`src/rtl/instruction_execute_if.sv`:
```
// Decode-to-execute bundle: ID/EX register fields in, EX/MEM register fields and stall out.
interface instruction_execute_if;
  logic [1:0]  writeBackControl;
  logic [2:0]  memAccessControl;
  logic [3:0]  calculationControl;
  logic [31:0] programCounterIn;
  logic [31:0] readData1;
  logic [31:0] readData2;
  logic [31:0] immediateOperand;
  logic [4:0]  writeRegister0;
  logic [4:0]  writeRegister1;

  logic [1:0]  writeBackControlOut;
  logic [2:0]  memAccessControlOut;
  logic [31:0] branchTarget;
  logic [31:0] aluResult;
  logic        zero;
  logic [31:0] storeData;
  logic [4:0]  writeRegisterOut;
  logic        stall;

  modport master (
    output writeBackControl, memAccessControl, calculationControl, programCounterIn,
           readData1, readData2, immediateOperand, writeRegister0, writeRegister1,
    input  writeBackControlOut, memAccessControlOut, branchTarget, aluResult, zero,
           storeData, writeRegisterOut, stall
  );

  modport slave (
    input  writeBackControl, memAccessControl, calculationControl, programCounterIn,
           readData1, readData2, immediateOperand, writeRegister0, writeRegister1,
    output writeBackControlOut, memAccessControlOut, branchTarget, aluResult, zero,
           storeData, writeRegisterOut, stall
  );
endinterface

```
`src/rtl/instruction_execute.sv`:
```
// Execute stage: ALU, branch target, destination select and EX/MEM register,
// with a 32-iteration shift-add multiplier that stalls upstream while busy.
module instruction_execute (
  input  logic               clk,
  input  logic               reset,
  instruction_execute_if.slave ex
);
  typedef enum logic [1:0] {IDLE, BUSY, DONE} state_t;

  state_t      r_state;
  logic [4:0]  r_count;
  logic [31:0] r_mcand;
  logic [31:0] r_mplier;
  logic [31:0] r_acc;

  logic [1:0]  r_wbOut;
  logic [2:0]  r_memOut;
  logic [31:0] r_branchTarget;
  logic [31:0] r_aluResult;
  logic        r_zero;
  logic [31:0] r_storeData;
  logic [4:0]  r_writeRegOut;

  logic        w_regDst;
  logic [1:0]  w_aluOp;
  logic        w_aluSrc;
  logic [5:0]  w_funct;
  logic [31:0] w_a;
  logic [31:0] w_b;
  logic [31:0] w_alu;
  logic        w_isMult;
  logic        w_stall;
  logic [31:0] w_branchTarget;
  logic [4:0]  w_writeReg;

  assign w_regDst       = ex.calculationControl[3];
  assign w_aluOp        = ex.calculationControl[2:1];
  assign w_aluSrc       = ex.calculationControl[0];
  assign w_funct        = ex.immediateOperand[5:0];
  assign w_a            = ex.readData1;
  assign w_b            = w_aluSrc ? ex.immediateOperand : ex.readData2;
  assign w_isMult       = (w_aluOp == 2'b10) && (w_funct == 6'h18);
  assign w_stall        = w_isMult && (r_state != DONE);
  assign w_branchTarget = ex.programCounterIn + {ex.immediateOperand[29:0], 2'b00};
  assign w_writeReg     = w_regDst ? ex.writeRegister1 : ex.writeRegister0;

  always_comb begin
    w_alu = '0;
    case (w_aluOp)
      2'b00: w_alu = w_a + w_b;
      2'b01: w_alu = w_a - w_b;
      2'b11: w_alu = w_a & w_b;
      default: begin
        case (w_funct)
          6'h20:   w_alu = w_a + w_b;
          6'h22:   w_alu = w_a - w_b;
          6'h24:   w_alu = w_a & w_b;
          6'h25:   w_alu = w_a | w_b;
          6'h2A:   w_alu = ($signed(w_a) < $signed(w_b)) ? 32'd1 : 32'd0;
          default: w_alu = '0;  // mult result comes from the accumulator path
        endcase
      end
    endcase
  end

  always_ff @(posedge clk or posedge reset) begin
    if (reset) begin
      r_state        <= IDLE;
      r_count        <= '0;
      r_mcand        <= '0;
      r_mplier       <= '0;
      r_acc          <= '0;
      r_wbOut        <= '0;
      r_memOut       <= '0;
      r_branchTarget <= '0;
      r_aluResult    <= '0;
      r_zero         <= 1'b0;
      r_storeData    <= '0;
      r_writeRegOut  <= '0;
    end else begin
      // Bubble downstream while the multiply holds the pipeline.
      if (w_stall) begin
        r_wbOut  <= '0;
        r_memOut <= '0;
      end
      case (r_state)
        IDLE: begin
          if (w_isMult) begin
            r_mcand  <= w_a;
            r_mplier <= ex.readData2;
            r_acc    <= '0;
            r_count  <= '0;
            r_state  <= BUSY;
          end else begin
            r_wbOut        <= ex.writeBackControl;
            r_memOut       <= ex.memAccessControl;
            r_branchTarget <= w_branchTarget;
            r_aluResult    <= w_alu;
            r_zero         <= (w_alu == '0);
            r_storeData    <= ex.readData2;
            r_writeRegOut  <= w_writeReg;
          end
        end
        BUSY: begin
          if (r_mplier[0]) r_acc <= r_acc + r_mcand;
          r_mcand  <= {r_mcand[30:0], 1'b0};
          r_mplier <= {1'b0, r_mplier[31:1]};
          r_count  <= r_count + 5'd1;
          if (r_count == 5'd31) r_state <= DONE;
        end
        DONE: begin
          r_wbOut        <= ex.writeBackControl;
          r_memOut       <= ex.memAccessControl;
          r_branchTarget <= w_branchTarget;
          r_aluResult    <= r_acc;
          r_zero         <= (r_acc == '0);
          r_storeData    <= ex.readData2;
          r_writeRegOut  <= w_writeReg;
          r_state        <= IDLE;
        end
        default: r_state <= IDLE;
      endcase
    end
  end

  assign ex.writeBackControlOut = r_wbOut;
  assign ex.memAccessControlOut = r_memOut;
  assign ex.branchTarget        = r_branchTarget;
  assign ex.aluResult           = r_aluResult;
  assign ex.zero                = r_zero;
  assign ex.storeData           = r_storeData;
  assign ex.writeRegisterOut    = r_writeRegOut;
  assign ex.stall               = w_stall;
endmodule

```
`src/flat_wrapper.sv`:
```
// flat-port wrapper written by rule: the top's interface ports become plain ports
module instruction_execute_flat 
  (clk, reset, ex_writeBackControl, ex_memAccessControl, ex_calculationControl, ex_programCounterIn, ex_readData1, ex_readData2, ex_immediateOperand, ex_writeRegister0, ex_writeRegister1, ex_writeBackControlOut, ex_memAccessControlOut, ex_branchTarget, ex_aluResult, ex_zero, ex_storeData, ex_writeRegisterOut, ex_stall);
  instruction_execute_if ex_i ();
  input  logic clk;
  input  logic reset;
  input wire logic [$bits(ex_i.writeBackControl)-1:0] ex_writeBackControl;
  input wire logic [$bits(ex_i.memAccessControl)-1:0] ex_memAccessControl;
  input wire logic [$bits(ex_i.calculationControl)-1:0] ex_calculationControl;
  input wire logic [$bits(ex_i.programCounterIn)-1:0] ex_programCounterIn;
  input wire logic [$bits(ex_i.readData1)-1:0] ex_readData1;
  input wire logic [$bits(ex_i.readData2)-1:0] ex_readData2;
  input wire logic [$bits(ex_i.immediateOperand)-1:0] ex_immediateOperand;
  input wire logic [$bits(ex_i.writeRegister0)-1:0] ex_writeRegister0;
  input wire logic [$bits(ex_i.writeRegister1)-1:0] ex_writeRegister1;
  output wire logic [$bits(ex_i.writeBackControlOut)-1:0] ex_writeBackControlOut;
  output wire logic [$bits(ex_i.memAccessControlOut)-1:0] ex_memAccessControlOut;
  output wire logic [$bits(ex_i.branchTarget)-1:0] ex_branchTarget;
  output wire logic [$bits(ex_i.aluResult)-1:0] ex_aluResult;
  output wire logic [$bits(ex_i.zero)-1:0] ex_zero;
  output wire logic [$bits(ex_i.storeData)-1:0] ex_storeData;
  output wire logic [$bits(ex_i.writeRegisterOut)-1:0] ex_writeRegisterOut;
  output wire logic [$bits(ex_i.stall)-1:0] ex_stall;
  assign ex_i.writeBackControl = ex_writeBackControl;
  assign ex_i.memAccessControl = ex_memAccessControl;
  assign ex_i.calculationControl = ex_calculationControl;
  assign ex_i.programCounterIn = ex_programCounterIn;
  assign ex_i.readData1 = ex_readData1;
  assign ex_i.readData2 = ex_readData2;
  assign ex_i.immediateOperand = ex_immediateOperand;
  assign ex_i.writeRegister0 = ex_writeRegister0;
  assign ex_i.writeRegister1 = ex_writeRegister1;
  assign ex_writeBackControlOut = ex_i.writeBackControlOut;
  assign ex_memAccessControlOut = ex_i.memAccessControlOut;
  assign ex_branchTarget = ex_i.branchTarget;
  assign ex_aluResult = ex_i.aluResult;
  assign ex_zero = ex_i.zero;
  assign ex_storeData = ex_i.storeData;
  assign ex_writeRegisterOut = ex_i.writeRegisterOut;
  assign ex_stall = ex_i.stall;
  instruction_execute u_core (.clk(clk), .reset(reset), .ex(ex_i));
endmodule
```
`config.mk`:
```
export PLATFORM = sky130hd
export DESIGN_NAME = instruction_execute_flat
export DESIGN_NICKNAME = d
export VERILOG_FILES = /design/src/rtl/instruction_execute_if.sv /design/src/rtl/instruction_execute.sv /design/src/flat_wrapper.sv
export SDC_FILE = /design/constraint.sdc
export NUM_CORES = 1
export LEC_CHECK = 0
export CAP_MARGIN = 20
export CORE_MARGIN = 2
export CORE_UTILIZATION = 35
export CTS_BUF_LIST = sky130_fd_sc_hd__clkbuf_4 sky130_fd_sc_hd__clkbuf_8 sky130_fd_sc_hd__clkbuf_16
export DETAILED_ROUTE_END_ITERATION = 12
export DONT_BUFFER_PORTS = 1
export GPL_ROUTABILITY_DRIVEN = 0
export PLACE_DENSITY = 0.59
export REMOVE_ABC_BUFFERS = 1
export SYNTH_ARGS = -nofsm -noshare
export SYNTH_HDL_FRONTEND = slang
export SYNTH_SLANG_ARGS = --single-unit
```
`constraint.sdc`:
```
create_clock -name clk -period 17.33 [get_ports clk]
set_input_delay 5.199 -clock clk [delete_from_list [all_inputs] [get_ports clk]]
set_output_delay 5.199 -clock clk [all_outputs]
set_load 0.01 [all_outputs]
```
==> impl_metrics.json, run 1 <==
{
  "status": "finished clean",
  "worst_hold_slack_ps": 525,
  "num_vias": 17221,
  "first_pass_iters": 6,
  "clk_latency_ps": 570,
  "synth-seq-cells": 210,
  "hold_buffers": 0,
  "grt_start_max_net_pins": 106,
  "syn_area_per_cell_um2": 7.88,
  "postCtsSetupRepairBufs": 0,
  "use_met2": 0.371,
  "worst_pin_slew_ps": 994,
  "cts_sinks": 210,
  "htree_levels": 1,
  "track_usage": 0.233,
  "drtIter0Drc": 1557,
  "cts_buffers": 27,
  "maxSlewViolCount": 0,
  "antenna_found_initial": 0,
  "slew-limit-headroom": 0.338,
  "clk_pin_slew_ps": 50,
  "ir_drop_mv": 0.0594,
  "synth_area_leaders": "dfrtp_1 29%, ha_1 12%, nand2_1 7.5%, a21oi_1 5.7%, o21ai_0 5.0%",
  "max_clock_freq_mhz": 87.4,
  "synth_most_common_cell": "nand2_1",
  "synth_top_area_share": 0.289,
  "cts_resized": 0,
  "crit_required_ps": 12130,
  "whs_path_depth": 2,
  "drive_gt1_frac": 0.0639,
  "yosysUniqueCellTypes": 95,
  "rsz0062_at_grt": "no",
  "grt_pass1_wl_um": 98200,
  "cp.arrival_ps": 6240,
  "place_area_um2": 18800,
  "finalSetupViolations": 0,
  "routedWlPerCell_um": 22.0,
  "clock_tree.buffer_depth": 3,
  "rows": 83,
  "dieHeight_um": 232,
  "fin_nets": 2559,
  "via_per_inst": 5.87,
  "r2r_cells": 13,
  "hp-class": "reg2reg",
  "finalNonFillerCells": 2934,
  "core_area_um2": 51300,
  "hold_viol": 0,
  "port-buffer-count": 0,
  "dpl.hpwl_um": 49700,
  "die_area_um2": 53700,
  "seq_area_frac_synth": 0.289,
  "antennaDiodeCount": 0,
  "synth_edf_count": 0,
  "die_x_um": 232,
  "synthArstFlopShare": 1.00,
  "startpoint_type": "primary input",
  "cts_tree": "done",
  "tns_ps": 0,
  "path_max_fanout": 31,
  "ant_nets": 0,
  "grt_pass1_vias": 16623,
  "gr-usage-met3": 0.0511,
  "synthFlopType": "dfrtp_1",
  "p_leak_uw": 0.00882,
  "path_class": "in2out",
  "fin_crit_ps": 11440,
  "fin_crit_sh": 0.660,
  "yosysTopAreaCell": "dfrtp_1",
  "use_met1": 0.307,
  "syn_area_um2": 18200,
  "power-per-cell-area_nw_per_um2": 117,
  "post-place-cells": 2885,
  "route.detailed.drc": 0,
  "cap_violations": 0,
  "synth_warnings": 0,
  "top_usage_layer": "met2",
  "routed_wl_um": 64500,
  "ctsRootBufferMaster": "clkbuf_16",
  "synth_cells": 2304,
  "io_pins": 257,
  "start_util": 0.354,
  "final_util": 0.384,
  "overflow": 0,
  "fin_worst_skew_ps": 12.7,
  "critical_path.endpoint_type": "primary output",
  "synthTopCellsByCount": "363 x nand2_1, 210 x dfrtp_1, 208 x a21oi_1",
  "fin_area_um2": 19700,
  "areaGrowthSynthToFinish_pct": 8.52
}
-- registers in the layout, summed over array words and instances (netlist names) --
signal / flops
u_core.ex.aluResult: 32
u_core.ex.branchTarget: 32
u_core.ex.storeData: 32
u_core.r_acc: 32
u_core.r_mcand: 32
u_core.r_mplier: 32
u_core.ex.writeRegisterOut: 5
u_core.r_count: 5
u_core.ex.memAccessControlOut: 3
u_core.ex.writeBackControlOut: 2
u_core.r_state: 2
u_core.ex.zero: 1
-- critical path: stages --
cell	delay (ps)
nor4b_1	350
nand4_1	140
buf_4	270
nor2_1	280
-- stage by stage --
stage,worst slack (ps),power [uW]
CTS,5900,2310
global route,5790,2470
floorplan,5550,1460
global placement,5880,1680
detailed placement,5910,1710
finish,5890,2310
-- cell usage in the layout, fill, tap and decap left out, types with 36 or more instances in the layout --
cell type,instances
o21ai_0,180
o22ai_1,37
dfrtp_1,210
ha_1,171
a21o_1,40
mux2i_1,52
nor2_1,182
xnor2_1,54
a21oi_1,206
nor3_1,36
inv_1,109
a31oi_1,44
nand2_1,361
-- path summary, 6_finish.rpt --
path | startpoint | to | slack, ps
worst max-delay path | ex_immediateOperand[1] | ex_stall | 5890
worst min-delay path | u_core.r_mplier[31]$_DFFE_PP0P_ | u_core.r_mplier[31]$_DFFE_PP0P_ | 530
worst max register to register | u_core.r_mcand[2]$_DFFE_PP0P_ | u_core.r_acc[31]$_DFFE_PP0P_ | 13420
worst min register to register | u_core.r_mplier[31]$_DFFE_PP0P_ | u_core.r_mplier[31]$_DFFE_PP0P_ | 530
max in group asynchronous | reset | u_core.ex.storeData[5]$_DFFE_PP0P_ | 11370
min in group asynchronous | reset | u_core.ex.writeRegisterOut[4]$_DFFE_PP0P_ | 4520
-- area by class of cell --
| type | instances | area (um2) |
|---|---|---|
| clock inverter | 12 | 148 |
| sequential | 210 | 5260 |
| tap | 680 | 851 |
| multi-input combinational | 1854 | 12000 |
| fill | 5339 | 31600 |
| clock buffer | 36 | 774 |
| timing repair buffer | 28 | 214 |
| inverter | 114 | 435 |
-- power breakdown --
group          switching (uW)  internal, uW  total [uW]
Combinational             535           373         908
Clock                     231           357         588
Sequential                172           639         811
Total                     938          1370        2310
-- per-layer routing --
| layer | wire, um | up-vias |
|---|---|---|
| li1 | - | 8105 |
| met1 | 26700 | 8175 |
| met2 | 29400 | 809 |
| met3 | 5880 | 132 |
| met4 | 2530 | 0 |
| met5 | 0 | - |
-- cells by family after synthesis --
kind of cell	after synthesis	synth area share
muxes	60	0.0336
and+or+nand+nor	786	0.196
buffers and inverters	240	0.0520
AOI/OAI and AO/OA	745	0.264
DFF	210	0.289
xor gates and xnor gates	88	0.0425
adders and majority gates	175	0.122
(Power assumes the default switching activity.)
==> run 2, diff against run 1 <==
PLACE_DENSITY = 0.61   (was 0.59)
clock period = 9.33 ns   (was 17.33 ns; I/O delays follow)
==> run 2 against run 1 <==
Clock power up 82%; final cell count about the same; die area unchanged; cell area down 0.16%; highest routed layer is now met5.
==> impl_metrics.json, run 2 (synthesized netlist as in run 1, its figures left out) <==
{
  "ir_drop_mv": 0.118,
  "min_from": "u_core.r_mplier[31]$_DFFE_PP0P_",
  "critical_path.endpoint_type": "primary output",
  "fin_crit_sh": 0.713,
  "hold_viol": 0,
  "clock_tree.buffer_depth": 3,
  "io_pins": 257,
  "hold_buffers": 0,
  "areaGrowthSynthToFinish_pct": 8.34,
  "r2r_start": "u_core.r_acc[2]$_DFFE_PP0P_",
  "fin_worst_skew_ps": 14.5,
  "die_area_um2": 53700,
  "finalWorstSetupSlack_ps": 2670,
  "ctsRootBufferMaster": "clkbuf_16",
  "cap_violations": 0,
  "via_per_inst": 6.03,
  "grt_start_max_net_pins": 125,
  "power-per-cell-area_nw_per_um2": 217,
  "layout_commonest_cell": "nand2_1",
  "path_class": "in2out",
  "routedWlPerCell_um": 22.5,
  "grt_pass1_vias": 16877,
  "fin_nets": 2556,
  "antenna_found_initial": 2,
  "maxSlewViolCount": 0,
  "core_area_um2": 51300,
  "start_util": 0.354,
  "port-buffer-count": 0,
  "dieHeight_um": 232,
  "drive_gt1_frac": 0.0622,
  "r2r_cells": 13,
  "cp.arrival_ps": 3860,
  "path_max_fanout": 31,
  "p_leak_uw": 0.00879,
  "ant_nets": 0,
  "tns_ps": 0,
  "crit_required_ps": 6530,
  "overflow": 0,
  "max_clock_freq_mhz": 150,
  "first_pass_iters": 6,
  "r2r_setup_slack_ps": 5430,
  "clk_latency_ps": 570,
  "worst_pin_slew_ps": 1030,
  "rows": 83,
  "cts_resized": 0,
  "grt_pass1_wl_um": 99500,
  "startpoint_type": "primary input",
  "finalSetupViolations": 0,
  "rsz0062_at_grt": "no",
  "fin_crit_ps": 6660,
  "slew-limit-headroom": 0.313,
  "routed_wl_um": 66000,
  "postCtsSetupRepairBufs": 0,
  "min_to": "u_core.r_mplier[31]$_DFFE_PP0P_",
  "cts_sinks": 210,
  "layout_common_cells": "361 x nand2_1, 210 x dfrtp_1, 207 x a21oi_1",
  "die_x_um": 232,
  "drtIter0Drc": 1833,
  "htree_levels": 1,
  "cts_tree": "done",
  "clk_pin_slew_ps": 60,
  "track_usage": 0.235,
  "place_ws_ps": 2580,
  "reg2reg_to": "u_core.r_acc[31]$_DFFE_PP0P_",
  "num_vias": 17678,
  "dpl.hpwl_um": 50300,
  "whs_path_depth": 2,
  "route.detailed.drc": 0,
  "hp-class": "reg2reg",
  "cts_buffers": 25,
  "status": "finished clean"
}
[run 2: power by group]
| group | switching (uW) | total [uW] | internal (uW) |
|---|---|---|---|
| sequential | 321 | 1510 | 1190 |
| combinational | 996 | 1690 | 694 |
| clock | 452 | 1070 | 619 |
| total | 1770 | 4270 | 2500 |
[run 2: layout make-up]
cell class                      count  area (um2)
Fill cell                        5315       31600
Multi-Input combinational cell   1854       12000
Sequential cell                   210        5260
Tap cell                          680         851
Clock buffer                       27         647
Inverter                          114         435
Clock inverter                     19         228
Timing Repair Buffer               27         228
Antenna cell                        2        5.00
[run 2: worst max-delay path, stage by stage]
cell and delay, ps:
nor4b_1 360, nand4_1 140, buf_4 280, nor2_1 280
[run 2: metal layers]
| metal | part of all wire | global-route usage | routed length, um | vias to the layer above |
|---|---|---|---|---|
| met3 | 0.10 | 0.0636 | 6680 | 199 |
| met4 | 0.046 | 0.0919 | 3020 | 4 |
| met2 | 0.45 | 0.369 | 29500 | 907 |
| li1 | - | - | - | 8102 |
| met1 | 0.41 | 0.307 | 26800 | 8466 |
| met5 | 0.00045 | 0 | 30 | - |
[run 2: metrics by stage]
stage | hold slack, ps | total power [uW] | instances | util | instance area, um2
floorplan | 475 | 2720 | 2178 | - | 17600
CTS | 528 | 4270 | 2930 | 0.383 | 19600
detailed placement | 514 | 3180 | 2884 | 0.366 | 18800
finish | 526 | 4270 | 2933 | 0.383 | 19700
global placement | 499 | 3120 | 2884 | 0.366 | 18800
global route | 561 | 4560 | 2931 | 0.383 | 19700
[run 2: worst max-delay path by stage]
stage / start / to / slack (ps)
after global placement: ex_calculationControl[0] / u_core.ex.zero$_DFFE_PP0P_ / 2690
final: ex_immediateOperand[1] / ex_stall / 2670
after global routing: ex_immediateOperand[1] / ex_stall / 2490
after detailed placement: ex_calculationControl[0] / u_core.ex.zero$_DFFE_PP0P_ / 2580
after floorplan: reset / u_core.ex.aluResult[0]$_DFFE_PP0P_ / 790
after CTS: ex_immediateOperand[1] / ex_stall / 2670
